--- config.mk ---
export PLATFORM = sky130hd
export DESIGN_NAME = load_store_responder
export DESIGN_NICKNAME = d
export VERILOG_FILES = /design/src/rtl/load_store_responder_pkg.sv /design/src/rtl/load_store_responder_aligner.sv /design/src/rtl/load_store_responder.sv
export SDC_FILE = /design/constraint.sdc
export NUM_CORES = 1
export LEC_CHECK = 0
export ABC_AREA = 1
export CORE_MARGIN = 2
export CORE_UTILIZATION = 42
export DETAILED_ROUTE_END_ITERATION = 7
export PLACE_DENSITY_LB_ADDON = 0.12
export REMOVE_ABC_BUFFERS = 1
export SLEW_MARGIN = 20
export SYNTH_ARGS = -nofsm -noshare
export SYNTH_HDL_FRONTEND = slang
export SYNTH_SLANG_ARGS = --single-unit
--- constraint.sdc ---
create_clock -name clk -period 1.74 [get_ports clk]
set_input_delay 0.174 -clock clk [delete_from_list [all_inputs] [get_ports clk]]
set_output_delay 0.174 -clock clk [all_outputs]
set_load 0.05 [all_outputs]
--- src/rtl/load_store_responder_pkg.sv ---
// Shared types for the load/store responder: command encodings, access size,
// per-op control struct and FSM state codes.
package load_store_responder_pkg;

  typedef enum logic [1:0] {
    MEM_LOAD  = 2'd0,
    MEM_STORE = 2'd1,
    MEM_FENCE = 2'd2
  } mem_unit_command_t;

  typedef enum logic [1:0] {
    SIZE_B = 2'd0,
    SIZE_H = 2'd1,
    SIZE_W = 2'd2,
    SIZE_D = 2'd3
  } access_size_t;

  typedef struct packed {
    access_size_t size;
    logic         is_unsigned;
    logic         is_fp;
  } load_store_unit_command_t;

  localparam logic [2:0] ST_IDLE      = 3'd0;
  localparam logic [2:0] ST_FLUSH     = 3'd1;
  localparam logic [2:0] ST_TRANSLATE = 3'd2;
  localparam logic [2:0] ST_ACCESS    = 3'd3;
  localparam logic [2:0] ST_WAIT_READ = 3'd4;
  localparam logic [2:0] ST_DONE      = 3'd5;

  // D accesses are two 32-bit beats; everything else is a single beat.
  function automatic logic is_last_beat(access_size_t size, logic beat);
    return (size != SIZE_D) || beat;
  endfunction

endpackage

--- src/rtl/load_store_responder_aligner.sv ---
// Combinational lane steering: store byte mask and data shift, load extract,
// sign/zero extension and NaN-boxing of FP words.
module load_store_responder_aligner
  import load_store_responder_pkg::*;
(
  input  load_store_unit_command_t lsc,
  input  logic [1:0]               lane,
  input  logic                     beat,
  input  logic [31:0]              int_data,
  input  logic [63:0]              fp_data,
  input  logic [31:0]              rd_word,
  input  logic [31:0]              lo_word,
  output logic [3:0]               byte_en,
  output logic [31:0]              wr_word,
  output logic [63:0]              ld_value
);

  logic [4:0]  shamt;
  logic [31:0] src;
  logic [31:0] rd_sh;

  assign shamt = {lane, 3'b000};

  always_comb begin
    byte_en = 4'b1111;
    src     = int_data;
    wr_word = int_data;
    rd_sh   = rd_word >> shamt;
    ld_value = '0;

    if (lsc.size == SIZE_D)
      src = beat ? fp_data[63:32] : fp_data[31:0];
    else if (lsc.size == SIZE_W && lsc.is_fp)
      src = fp_data[31:0];

    // Only sub-word accesses are lane-shifted; W/D are always word aligned.
    case (lsc.size)
      SIZE_B: begin
        byte_en  = 4'b0001 << lane;
        wr_word  = src << shamt;
        ld_value = lsc.is_unsigned ? {56'd0, rd_sh[7:0]}
                                   : {{56{rd_sh[7]}}, rd_sh[7:0]};
      end
      SIZE_H: begin
        byte_en  = 4'b0011 << lane;
        wr_word  = src << shamt;
        ld_value = lsc.is_unsigned ? {48'd0, rd_sh[15:0]}
                                   : {{48{rd_sh[15]}}, rd_sh[15:0]};
      end
      SIZE_W: begin
        wr_word  = src;
        ld_value = lsc.is_fp ? {32'hFFFF_FFFF, rd_word}
                             : {{32{rd_word[31]}}, rd_word};
      end
      default: begin
        wr_word  = src;
        ld_value = {rd_word, lo_word};
      end
    endcase
  end

endmodule

--- src/rtl/load_store_responder.sv ---
// Load/store unit responder: computes VA, translates via the TLB port, runs
// one or two 32-bit bus beats and returns a one-cycle done with results.
module load_store_responder
  import load_store_responder_pkg::*;
(
  input  logic                     clk,
  input  logic                     rst,
  input  logic                     enable,
  input  logic                     invalidateTlb,
  input  mem_unit_command_t        command,
  input  load_store_unit_command_t loadStoreUnitCommand,
  input  logic [31:0]              imm,
  input  logic [31:0]              srcIntRegValue1,
  input  logic [31:0]              srcIntRegValue2,
  input  logic [63:0]              srcFpRegValue2,
  output logic                     done,
  output logic                     loadPagefault,
  output logic                     storePagefault,
  output logic [31:0]              resultAddr,
  output logic [63:0]              resultValue,
  output logic                     tlbReq,
  output logic [31:0]              tlbVirtAddr,
  input  logic                     tlbDone,
  input  logic                     tlbFault,
  input  logic [31:0]              tlbPhysAddr,
  output logic                     tlbFlush,
  input  logic                     tlbFlushDone,
  output logic                     memReq,
  output logic                     memWrite,
  output logic [31:0]              memAddr,
  output logic [3:0]               memByteEnable,
  output logic [31:0]              memWriteValue,
  input  logic                     memGrant,
  input  logic                     memReadValid,
  input  logic [31:0]              memReadValue
);

  logic [2:0]               state;
  logic [31:0]              va;
  logic [31:0]              pa;
  mem_unit_command_t        cmd_q;
  load_store_unit_command_t lsc_q;
  logic                     beat;
  logic [31:0]              lo_word;

  logic [31:0] va_next;
  logic        is_store;
  logic        last;
  logic [3:0]  byte_en;
  logic [31:0] wr_word;
  logic [63:0] ld_value;

  assign va_next  = srcIntRegValue1 + imm;
  assign is_store = (cmd_q == MEM_STORE);
  assign last     = is_last_beat(lsc_q.size, beat);

  // Requests decode straight from state so they drop on the edge that sees the ack.
  assign done          = (state == ST_DONE);
  assign tlbReq        = (state == ST_TRANSLATE);
  assign tlbVirtAddr   = va;
  assign tlbFlush      = (state == ST_FLUSH);
  assign memReq        = (state == ST_ACCESS);
  assign memWrite      = memReq & is_store;
  assign memAddr       = {pa[31:2] + {29'd0, beat}, 2'b00};
  assign memByteEnable = memWrite ? byte_en : 4'b0000;
  assign memWriteValue = memWrite ? wr_word : 32'd0;

  load_store_responder_aligner u_aligner (
    .lsc      (lsc_q),
    .lane     (pa[1:0]),
    .beat     (beat),
    .int_data (srcIntRegValue2),
    .fp_data  (srcFpRegValue2),
    .rd_word  (memReadValue),
    .lo_word  (lo_word),
    .byte_en  (byte_en),
    .wr_word  (wr_word),
    .ld_value (ld_value)
  );

  always_ff @(posedge clk) begin
    if (rst) begin
      state          <= ST_IDLE;
      va             <= '0;
      pa             <= '0;
      cmd_q          <= MEM_LOAD;
      lsc_q          <= '0;
      beat           <= 1'b0;
      lo_word        <= '0;
      resultAddr     <= '0;
      resultValue    <= '0;
      loadPagefault  <= 1'b0;
      storePagefault <= 1'b0;
    end else begin
      case (state)
        ST_IDLE: begin
          if (enable) begin
            // Result registers are primed at op start; later states only
            // overwrite what the op actually produces.
            va             <= va_next;
            cmd_q          <= command;
            lsc_q          <= loadStoreUnitCommand;
            beat           <= 1'b0;
            resultAddr     <= va_next;
            resultValue    <= '0;
            loadPagefault  <= 1'b0;
            storePagefault <= 1'b0;
            if (invalidateTlb)
              state <= ST_FLUSH;
            else if (command == MEM_FENCE)
              state <= ST_DONE;
            else
              state <= ST_TRANSLATE;
          end
        end
        ST_FLUSH: begin
          if (tlbFlushDone) state <= ST_DONE;
        end
        ST_TRANSLATE: begin
          if (tlbDone) begin
            if (tlbFault) begin
              loadPagefault  <= (cmd_q == MEM_LOAD);
              storePagefault <= is_store;
              state          <= ST_DONE;
            end else begin
              pa    <= tlbPhysAddr;
              state <= ST_ACCESS;
            end
          end
        end
        ST_ACCESS: begin
          if (memGrant) begin
            if (is_store) begin
              if (last) state <= ST_DONE;
              else      beat  <= 1'b1;
            end else if (memReadValid) begin
              if (last) begin
                resultValue <= ld_value;
                state       <= ST_DONE;
              end else begin
                lo_word <= memReadValue;
                beat    <= 1'b1;
              end
            end else begin
              state <= ST_WAIT_READ;
            end
          end
        end
        ST_WAIT_READ: begin
          if (memReadValid) begin
            if (last) begin
              resultValue <= ld_value;
              state       <= ST_DONE;
            end else begin
              lo_word <= memReadValue;
              beat    <= 1'b1;
              state   <= ST_ACCESS;
            end
          end
        end
        ST_DONE: state <= ST_IDLE;
        default: state <= ST_IDLE;
      endcase
    end
  end

endmodule

## After elaboration in Yosys (flattened, before gate mapping)

Index checks and enable logic that the tools add are counted.

- Flip-flop bits (word level): 172
- Input port bits: 239
- Output and inout bits: 203
- Word-level logic and storage cells: 101

- Add/subtract/negate cells: 2
- Equal/unequal tests: 18
- Shifts and indexed selects: 4
- Mux-type cells: 47
- Bitwise gates (word level): 2
- Reduce and logical (&&, ||, !) cells: 16

Operators with widths:

| cell | number |
|---|---|
| $mux W64 | 8 |
| $pmux W64 S3 | 2 |
| $mux W32 | 9 |
| $pmux W32 S2 | 1 |
| $mux W3 | 12 |
| $add A32 B32 Y32 | 1 |
| $shl A32 B5 Y32 | 1 |
| $shr A32 B5 Y16 | 1 |
| $add A30 B1 Y30 | 1 |
| $pmux W3 S5 | 1 |
| $mux W1 | 9 |
| $reduce_and A3 Y1 | 3 |
| $ne A2 B1 Y1 const B | 4 |
| $ne A2 B2 Y1 const B | 4 |
| $pmux W4 S2 | 1 |
| $reduce_and A4 Y1 | 2 |
| $eq A2 B2 Y1 const B | 3 |
| $eq A3 B2 Y1 const B | 2 |
| $eq A3 B3 Y1 const B | 2 |
| $reduce_and A5 Y1 | 1 |
| $eq A2 B1 Y1 const B | 2 |
| $logic_not A2 Y1 | 2 |
| $mux W4 | 1 |
| $pmux W1 S2 | 2 |
| 13 further kinds | 14 |

## Longest topological paths before layout

- Depth in word-level cells: 8
- Mapped depth: 14
- Depth with buffers taken out: 13

## Modules after synthesis

A second synthesis with hierarchy kept.

- Cell total of the unflattened synthesis: 2259
- Area, all modules: 13341.5 µm²

By module, submodules not included:

| module | instances | cells each | area an instance (µm²) |
|---|---|---|---|
| load_store_responder | 1 | 1516 | 9932.0 |
| load_store_responder_aligner | 1 | 743 | 3409.5 |

## Worst setup path before layout

Ideal clock, no wire load.

- Path kind: register to output
- Start point: register state[0]
- End point: output port memWriteValue[27]
- Data arrival time: 2.805 ns
- Required time: 1.566 ns
- Slack: -1.239 ns
- Stages on the path, launching flop included: 7
- Buffers on the path: 0
- Cell sequence: dfxtp_1 -> nand2_1 -> nor2_2 -> nand2_2 -> nor2_2 -> clkinv_1 -> o21ai_0

- Word-level cells in the longest chain between the ends: 3

RTL lines:

| element | RTL line | text |
|---|---|---|
| start, declared | load_store_responder.sv:38 | `logic [2:0] state;` |
| start signal, assigned | load_store_responder.sv:83 | `state <= ST_IDLE;` |
| start signal, assigned | load_store_responder.sv:109 | `state <= ST_FLUSH;` |
| start signal, assigned | load_store_responder.sv:111 | `state <= ST_DONE;` |
| $eq A3 B2 Y1 | load_store_responder.sv:62 | `assign memReq = (state == ST_ACCESS);` |
| named net memReq | load_store_responder.sv:28 | `output logic memReq,` |
| $and A1 B1 Y1 | load_store_responder.sv:63 | `assign memWrite = memReq & is_store;` |
| $mux W32 | load_store_responder.sv:66 | `assign memWriteValue = memWrite ? wr_word : 32'd0;` |
| end, declared | load_store_responder.sv:32 | `output logic [31:0] memWriteValue,` |

The timed path passes the listed nets, and every way through them passes these cells.

## Worst setup path after layout

- Start point: register beat
- End point: output port memAddr[28]

- Word-level cells in the longest chain between the ends: 1

RTL lines:

| element | RTL line | text |
|---|---|---|
| start, declared | load_store_responder.sv:43 | `logic beat;` |
| start signal, assigned | load_store_responder.sv:88 | `beat <= 1'b0;` |
| start signal, assigned | load_store_responder.sv:103 | `beat <= 1'b0;` |
| start signal, assigned | load_store_responder.sv:135 | `else beat <= 1'b1;` |
| $add A30 B1 Y30 | load_store_responder.sv:64 | `assign memAddr = {pa[31:2] + {29'd0, beat}, 2'b00};` |
| end, declared | load_store_responder.sv:30 | `output logic [31:0] memAddr,` |

Every way passes these cells.

==> metrics <==
status complete, but fails checks; failing checks setup timing; hold_buf cts 0; IO Pins 442; drt first pass iters 5; number of synthesized flops with an enable pin 0; Clock Latency Late Sink 0.44 ns; CTS tree yes; critical path peak fanout 3; final wirelength 63,500 um; flop-to-flop setup slack -0.58 ns; register area share after synthesis 0.283; setup total negative slack -92.17 ns; Hold Path Class in2reg; CP Launch Type flop; initial drt markers 1,542; DRT antenna net count 0; layout cells sized above 1 0.300; Worst Hold End resultValue[6]; final setup vio count 301; DR DRC count 0; CTS buffer count 17; met2 WL post-DR 30,300 um; Peak supply drop 869 uV; Avg WL per Cell 20.6 um; period utilization 1.50; CP endpoint kind output pin; path type of the worst setup path reg2out; largest net degree at the start of global routing 80; R2R cell count 14; register bit total from synthesis 172; overall routing resource usage 0.357; final hold vios 0; Initial Util 0.425; RSZ-0062 raised after global routing true; initial antenna violation count 6; CP startpoint beat; Worst R2R End lo_word[25]; Clock transition at path regs 0.08 ns; CTS max path bufs 2; final slew viol count 0; core area 28,600 um^2; first-pass GRT wire length 86,300 um; WP data arrival 2.44 ns; hold path depth 3; grt ovf 0; fmax 0.383 GHz; PD cells 1010 nW/um^2; H-tree depth 4; Die Width 174 um; asr flop ratio synth 0; Lkg Pwr 10.3 nW; full die area 30,400 um^2; DP HPWL 39,000 um; Core Rows 62; Clock Skew 0.0173 ns; ys flop type dfxtp_1; total power 23.2 mW; synth unique cells 44; filler instances 1,929; Slew @ Worst Pin 0.558 ns; Max Cap Viol 0; Worst EP required 1.57 ns; vias 17,381; synthesized area per cell 5.99 um^2; area delta synth->final 88.0%; Top Metal Used met4; length of routed wiring on met1 22,500 um; Min Clock Period, post-route 2.61 ns; die span in y 174 um; R2R Path Start beat; Hold Startpoint rst; metal3 WL 5790 um; synthesized instance count 2,034; gpl congestion 0.932; Final nets 2,946; Via density 5.65; vias in the first global route 16,007; Clock Sinks 172; count of input and output buffers 439; Clock Root Buffer clkbuf_16; synthesis warning total 0; setup slack after layout -0.874 ns; Cell Area, Synth 12,200 um^2; relative slew slack 0.627
## power breakdown
part / switching [mW] / leakage [nW] / internal, mW / total, mW
logic: 8.40 / 8.61 / 5.84 / 14.2
registers: 0.483 / 1.40 / 4.50 / 4.99
clock network: 1.92 / 0.296 / 2.07 / 3.99
total: 10.8 / 10.3 / 12.4 / 23.2
## metal layers
metal | track usage | vias up
li1 | - | 7823
met1 | 0.404 | 7997
met2 | 0.642 | 1177
met3 | 0.0671 | 384
met4 | 0.178 | 0
met5 | 0 | -
## metrics by stage
stage                     std cells  hold WS [ns]  area, um^2  setup WS (ns)   util
after global placement         2933         0.448       18700         -0.549  0.654
after floorplan                1900         0.243       11500          -2.85      -
after global routing           3075         0.277       22900          -1.00  0.799
final                          3077         0.257       22900         -0.874  0.800
after detailed placement       2933         0.453       18700         -0.544  0.654
after CTS                      3031         0.251       21500         -0.864  0.752
## worst max-delay path, cell delays in order (launching register included)
cell     delay [ns]
dfxtp_2        0.36
ha_4           0.16
ha_4           0.14
nand2_4        0.06
nor3_4         0.17
nand2_2        0.13
nor2_4         0.14
nand2_2        0.09
nor2_4         0.15
nand2_4        0.09
nor2_4         0.09
xor2_1         0.15
buf_4          0.14
buf_12         0.13
## placed cells by master, fill, tap and decap left out, types with 4 or more instances in the layout
cell,instances
clkdlybuf4s50_1,319
inv_2,10
a21oi_1,176
dlygate4sd2_1,7
o21ai_1,45
inv_8,6
a21oi_4,4
nand3_4,18
nand3_2,49
a21oi_2,23
buf_16,14
xor2_2,11
diode_2,7
nand4_1,11
nor3_1,14
buf_6,42
buf_12,93
o21ai_0,81
buf_4,258
o221ai_1,7
o21ai_2,16
dfxtp_1,163
xor2_1,17
clkinv_4,4
nand2_4,42
nand3_1,125
nor2_2,14
ha_1,30
o21bai_1,17
dfxtp_2,8
o21a_1,13
nand2_2,75
xor2_4,13
o22ai_2,16
clkbuf_16,33
nand2_1,506
nor2_4,29
inv_1,211
nor2_1,118
## cell type report
class / instances / area [um^2] / share of cell area
well taps: 384 / 480 / 0.0210
flip-flops and latches: 172 / 3460 / 0.151
clock buffers: 18 / 429 / 0.0187
inverters: 227 / 877 / 0.0383
repair buffers: 753 / 8360 / 0.365
diodes: 7 / 17.5 / 0.000765
multi-input cells: 1502 / 9090 / 0.397
clock inverters: 14 / 174 / 0.00760
## synthesized netlist by cell type (3+ instances only)
cell type	number	area share
o22ai_1	16	0.0082
xor2_1	41	0.029
o21a_1	13	0.0080
dfxtp_1	172	0.28
o21ai_0	102	0.042
inv_2	7	0.0022
clkinv_1	3	0.00092
ha_1	33	0.034
nor3_1	18	0.0074
nand4_1	11	0.0057
clkbuf_1	59	0.018
buf_4	37	0.023
nor2_2	7	0.0036
o21ai_1	42	0.017
inv_1	217	0.067
buf_1	3	0.00092
nor2_1	152	0.047
nand2_1	622	0.19
nand3_1	189	0.078
o221ai_1	7	0.0050
o21bai_1	17	0.010
a21oi_1	203	0.083
buf_2	34	0.014
## flip-flops by register name, summed over array words and instances, names as in the netlist
signal,flops
resultValue,64
lo_word,32
pa,32
tlbVirtAddr,32
lsc_q,4
state,3
cmd_q,2
beat,1
loadPagefault,1
storePagefault,1
## repair_timing
action                                 CTS  global route
cloned                                  17            11
pin swaps                               80           107
resized for setup                      326           238
buffers inserted                        52            39
setup endpoints to repair              237           318
endpoints found under the hold margin    0             0
## cell families after synthesis
kind of cell	count (synthesis)	share of synthesized area
flops	172	0.283
buf+inv	362	0.127
fa+ha+maj	34	0.0356
other cells	1	0.000308
compound gates	410	0.181
xor+xnor	43	0.0309
simple gates	1012	0.342
## worst max path at each step
stage | slack (ns) | end
floorplan | -2.85 | memWriteValue[10]
global placement | -0.55 | tlbVirtAddr[20]
detailed placement | -0.54 | tlbVirtAddr[20]
CTS | -0.86 | memAddr[30]
global route | -1.00 | memAddr[28]
finish | -0.87 | memAddr[28]
No activity file was read; power rests on OpenSTA's default activity.
